[config.mk]
export PLATFORM = sky130hd
export DESIGN_NAME = ex_div_ctrl
export DESIGN_NICKNAME = d
export VERILOG_FILES = /design/src/rtl/ex_div_ctrl.sv
export SDC_FILE = /design/constraint.sdc
export NUM_CORES = 1
export LEC_CHECK = 0
export BUFFER_PORTS_ARGS = -buffer_cell sky130_fd_sc_hd__buf_2
export CELL_PAD_IN_SITES_DETAIL_PLACEMENT = 2
export CELL_PAD_IN_SITES_GLOBAL_PLACEMENT = 2
export CORE_MARGIN = 4
export CORE_UTILIZATION = 37
export CTS_CLUSTER_SIZE = 28
export DETAILED_ROUTE_END_ITERATION = 12
export PLACE_DENSITY_LB_ADDON = 0.25
export SLEW_MARGIN = 40
export SYNTH_ARGS = -nofsm -noshare
export SYNTH_HDL_FRONTEND = slang
export SYNTH_SLANG_ARGS = --single-unit
[constraint.sdc]
create_clock -name clk -period 8.5 [get_ports clk]
set_input_delay 0.85 -clock clk [delete_from_list [all_inputs] [get_ports clk]]
set_output_delay 0.85 -clock clk [all_outputs]
set_load 0.01 [all_outputs]
[src/rtl/ex_div_ctrl.sv]
// ex_div_ctrl: radix-2 restoring divide sequencer for Ex, stalling the pipeline until {remainder, quotient} is ready.
module ex_div_ctrl #(
  parameter int DATA_W = 32
) (
  input  logic                  clk,
  input  logic                  rst,
  input  logic                  start_i,
  input  logic                  signed_i,
  input  logic [DATA_W-1:0]     opdata1_i,
  input  logic [DATA_W-1:0]     opdata2_i,
  input  logic                  annul_i,
  output logic [2*DATA_W-1:0]   result_o,
  output logic                  ready_o,
  output logic                  stallreq_o
);
  typedef enum logic [1:0] {IDLE, DIVZERO, BUSY, DONE} state_t;
  state_t              state_q, state_d;
  logic [5:0]          cnt_q, cnt_d;
  logic [DATA_W-1:0]   rem_q, rem_d, dvd_q, dvd_d, dvs_q, dvs_d;
  logic [DATA_W-1:0]   mag1, mag2, quo, rmd;
  logic [DATA_W:0]     shf, trial;
  logic                sign1, sign2, negq_q, negq_d, negr_q, negr_d, ready_q, ready_d;
  logic [2*DATA_W-1:0] result_q, result_d;
  assign sign1 = signed_i & opdata1_i[DATA_W-1];
  assign sign2 = signed_i & opdata2_i[DATA_W-1];
  assign mag1  = sign1 ? -opdata1_i : opdata1_i;
  assign mag2  = sign2 ? -opdata2_i : opdata2_i;
  // The partial remainder never exceeds the divisor, so its 33rd bit only lives in the trial.
  assign shf   = {rem_q, dvd_q[DATA_W-1]};
  assign trial = shf - {1'b0, dvs_q};
  assign quo   = {dvd_q[DATA_W-2:0], ~trial[DATA_W]};
  assign rmd   = trial[DATA_W] ? shf[DATA_W-1:0] : trial[DATA_W-1:0];
  always_comb begin
    state_d    = state_q;
    cnt_d      = cnt_q;
    rem_d      = rem_q;
    dvd_d      = dvd_q;
    dvs_d      = dvs_q;
    negq_d     = negq_q;
    negr_d     = negr_q;
    ready_d    = 1'b0;
    result_d   = '0;
    stallreq_o = 1'b0;
    if (annul_i) begin
      state_d = IDLE;
    end else begin
      case (state_q)
        IDLE: if (start_i) begin
          stallreq_o = 1'b1;
          if (opdata2_i == '0) begin
            state_d = DIVZERO;
            dvd_d   = opdata1_i;
          end else begin
            state_d = BUSY;
            dvd_d   = mag1;
            dvs_d   = mag2;
            negq_d  = sign1 ^ sign2;
            negr_d  = sign1;
            rem_d   = '0;
            cnt_d   = '0;
          end
        end
        DIVZERO: begin
          stallreq_o = 1'b1;
          state_d    = DONE;
          ready_d    = 1'b1;
          result_d   = {dvd_q, {DATA_W{1'b1}}};
        end
        BUSY: begin
          stallreq_o = 1'b1;
          rem_d      = rmd;
          dvd_d      = quo;
          cnt_d      = cnt_q + 6'd1;
          if (cnt_q == 6'(DATA_W-1)) begin
            state_d  = DONE;
            ready_d  = 1'b1;
            result_d = {negr_q ? -rmd : rmd, negq_q ? -quo : quo};
          end
        end
        DONE: state_d = IDLE;
      endcase
    end
  end
  always_ff @(posedge clk) begin
    if (!rst) begin
      state_q  <= IDLE;
      cnt_q    <= '0;
      rem_q    <= '0;
      dvd_q    <= '0;
      dvs_q    <= '0;
      negq_q   <= 1'b0;
      negr_q   <= 1'b0;
      ready_q  <= 1'b0;
      result_q <= '0;
    end else begin
      state_q  <= state_d;
      cnt_q    <= cnt_d;
      rem_q    <= rem_d;
      dvd_q    <= dvd_d;
      dvs_q    <= dvs_d;
      negq_q   <= negq_d;
      negr_q   <= negr_d;
      ready_q  <= ready_d;
      result_q <= result_d;
    end
  end
  assign ready_o  = ready_q;
  assign result_o = result_q;
endmodule

==> flow_summary_export.csv <==
group,metric,value,unit
power,powerDensity,162.9,nW/µm²
placement,placed_area,12610,µm²
yosys,ys_top_cells_by_area,"dfxtp_1 29%, nand2_1 8.7%, xor2_1 5.8%, xnor2_1 4.9%, ha_1 4.4%",
cts,cts_sinks,171,
critical_path,path_cells,"inv_1, ha_1, fa_1, nand2b_1, a21oi_2, o211ai_1, a21oi_1, o21a_1, nor2_4, buf_4, clkinv_2, ha_1, nand2b_1, nor2_1, nand2_1, or4_1, or3_1, o41ai_1, xnor2_1, a21oi_1, nor2_1",
drt,drt_first_pass_iters,5,
floorplanning,die_area,34470,µm²
critical_path,critPathMaxFanout,47,
grt,grt_pass1_vias,13020,
floorplanning,start_util,37.89,%
cts,cts_made_buffers,17,
drt,vias,12060,
sta,period_share,71.31,%
critical_path,cpMaxStageDelayCell,"clkinv_2",
yosys,ys_seq_area_share,29.31,%
power,ir_worst_vdd,161.8,µV
cts,clkTransAtPathRegs,80,ps
sta,fin_ws,2438,ps
floorplanning,core,30830,µm²
power,p_leak,5.445,nW
critical_path,crit_buf_inv,3,
grt,grt.overflow.total,0,
sta,max_clock_freq,165.0,MHz
power,p_int,1.419,mW
yosys,ys_ff_latch,171,
drt,routed_via_density,5.945,
sta,post-route-min-period,6062,ps
critical_path,crit_type,"flip-flop to flip-flop",
outcome,outcome,"complete, no violations",
cts,cts_root_buffer,"clkbuf_16",
floorplanning,die_w,185.7,µm
floorplanning,ioPinCount,135,
yosys,synth-edff-count,0,
power,p_comb_share,22.6,%
critical_path,slowest_delay,600,ps
layout,final_util,42.87,%
sta,hold_viol,0,
cts,clk_latency,470,ps
sta,setup_viol,0,
layout,final_nets,1731,
sta,tightest_slew,859.5,ps
critical_path,critPathTopFamily,"compound AO/OA/AOI/OAI gates",
power,switchingPower,733.3,µW
grt,antenna_found_initial,0,
yosys,yosys_most_used_dff,"dfxtp_1",
yosys,yosysTopAreaCell,"dfxtp_1",
floorplanning,placement_rows,64,
drt,wire_per_inst,23.17,µm
sta,drv_slew,0,
layout,layout-drive-gt1-share,13.35,%
cts,tritoncts,"yes",
yosys,ys_async_sr_fraction,0,%
power,seq_power_share,39.7,%
cts,h-tree-depth,4,
yosys,syn_area,11680,µm²
grt,grt_max_degree,103,
sta,tns,0,ps
layout,fillers,3619,
critical_path,cp-start-kind,"flip-flop",
critical_path,worst_setup_path_end_kind,"flip-flop",
sta,finClkSkew,17.17,ps
cts,cts.hold.buffers_added,0,
placement,place_hpwl,34700,µm
power,swShare,34.07,%
placement,port_buffers,134,
critical_path,crit_arrival,6390,ps
cts,cts_setup_buffers,0,
grt,globalRouteTotalUtil,27.14,%
job,drv_cap,0,
sta,rsz0062_at_grt,"no",
drt,drt_iter0_drc,638,
grt,grt_pass1_wl,73580,µm
cts,clockBufferDepth,2,
yosys,yosysWarnings,0,
drt,wirelength,47020,µm
yosys,synth_nets,1659,
layout,insertedDiodeCount,0,
power,clock_power_share,37.7,%
critical_path,required,8820,ps
placement,place_congestion,0.8903,
worst_hold_path,hold_class,"flip-flop to flip-flop",
layout,syn2layout_area_growth,13.14,%
floorplanning,die_height,185.7,µm
drt,drc,0,
layout,final_area,13220,µm²
yosys,synth.top_cell.area_share,29.31,%
yosys,synth_cell_types,77,
sta,slew_headroom,41.97,%
drt,ant_nets,0,
yosys,syn_inst,1548,
yosys,avgSynthCellArea,7.545,µm²
cts,ctsResizeCount,0,
placement,place_ws,2546,ps
[synth_stat cells, types with 5 or more instances]
cell type,n
a21o_1,17
o21a_1,8
buf_1,5
o21ai_1,36
ha_1,41
a21oi_1,90
o31ai_1,28
xor2_1,78
o211a_1,31
a21boi_0,32
o41ai_1,14
nor3_1,36
nor4_1,15
nand2_1,271
a21boi_1,7
nand2b_1,7
nand4_1,16
o21ai_0,102
nor2_1,90
o21bai_1,5
o211ai_1,11
buf_2,12
and2_1,24
clkbuf_1,77
dfxtp_1,171
a31oi_1,10
or3_1,14
inv_1,56
or2_2,7
mux2_2,5
o2111ai_1,6
nand3_1,14
mux2i_1,16
nor2b_1,18
a22oi_1,24
xnor2_1,65
or4_1,18
a211oi_1,8
and3_1,6
[path summary, 6_finish.rpt]
kind / start / endpoint / slack, ps / cells past startpoint
worst max-delay path: dvd_q[31] / result_o[26] / 2440 / 21
worst min-delay path: dvs_q[31] / dvs_q[31] / 460 / 2
worst max register to register: dvd_q[31] / result_o[26] / 2440 / 21
worst min register to register: dvs_q[31] / dvs_q[31] / 460 / 2
[sequential cells by signal (all words and copies together) (netlist names), 2 cells and up]
signal,cells
dvd_q,32
state_q,2
rem_q,32
result_o,64
dvs_q,32
cnt_q,6
[cells by family (layout without fill, tap and decap cells)]
kind of cell	Yosys count	in the layout	synth area share (%)
AO/OA/AOI/OAI	460	460	26.14
multiplexers	21	21	1.853
adder cells (fa/ha/maj)	42	42	4.563
flip-flops	171	171	29.31
AND/OR/NAND/NOR	559	559	22.40
buffers and inverters	152	237	5.013
XOR/XNOR	143	143	10.72
[cell usage in the layout (no fill, tap or decap), types with 16 or more instances in the layout]
master	n
nand2_1	270
xnor2_1	65
buf_2	134
mux2i_1	16
nand4_1	16
clkbuf_16	17
nor2b_1	18
nor2_1	89
a21boi_0	32
o21ai_0	102
ha_1	40
inv_1	56
o21ai_1	35
o211a_1	31
and2_1	24
xor2_1	78
dfxtp_1	170
a21oi_1	89
a22oi_1	24
a21o_1	17
o31ai_1	28
nor3_1	35
or4_1	18
[cell type report]
class	instances	area, µm²	area share [%]
multi-input combinational	1225	7724	58.45
sequential	171	3425	25.91
timing repair buffer	147	772.0	5.842
tap	396	495.5	3.749
clock buffer	21	470.5	3.560
inverter	58	219.0	1.657
clock inverter	11	110.1	0.8332
[layer usage]
layer / share of wire, % / global-route usage, %
met1: 45 / 34.56
met2: 49 / 47.06
met3: 3.4 / 4.182
met4: 2.7 / 8.890
met5: 0 / 0
[stage by stage]
stage	cells	total power, mW	hold WS (ps)
final	2029	2.153	463.2
after global routing	2029	2.247	495.4
after CTS	2029	2.157	469.7
after detailed placement	1997	1.345	459.7
after global placement	1997	1.324	440.9
after floorplan	1548	1.182	430.8
[power by group through the flow]
stage          combinational [mW]  clock [mW]  sequential, mW
5_1_grt                     0.532       0.857           0.859
3_3_place_gp                0.453           0           0.870
4_1_cts                     0.481       0.821           0.855
2_1_floorplan               0.325           0           0.856
3_5_place_dp                0.473           0           0.873
6_report                    0.486       0.811           0.855
[worst register-to-register path, cell delays in order (launching register included)]
cell and delay [ps]:
dfxtp_1 380, inv_1 100, ha_1 240, fa_1 430
nand2b_1 200, a21oi_2 320, o211ai_1 150, a21oi_1 230
o21a_1 390, nor2_4 60, buf_4 290, clkinv_2 630
ha_1 310, nand2b_1 100, nor2_1 120, nand2_1 140
or4_1 550, or3_1 410, o41ai_1 410, xnor2_1 140
a21oi_1 220, nor2_1 70
(Power assumes the default switching activity.)
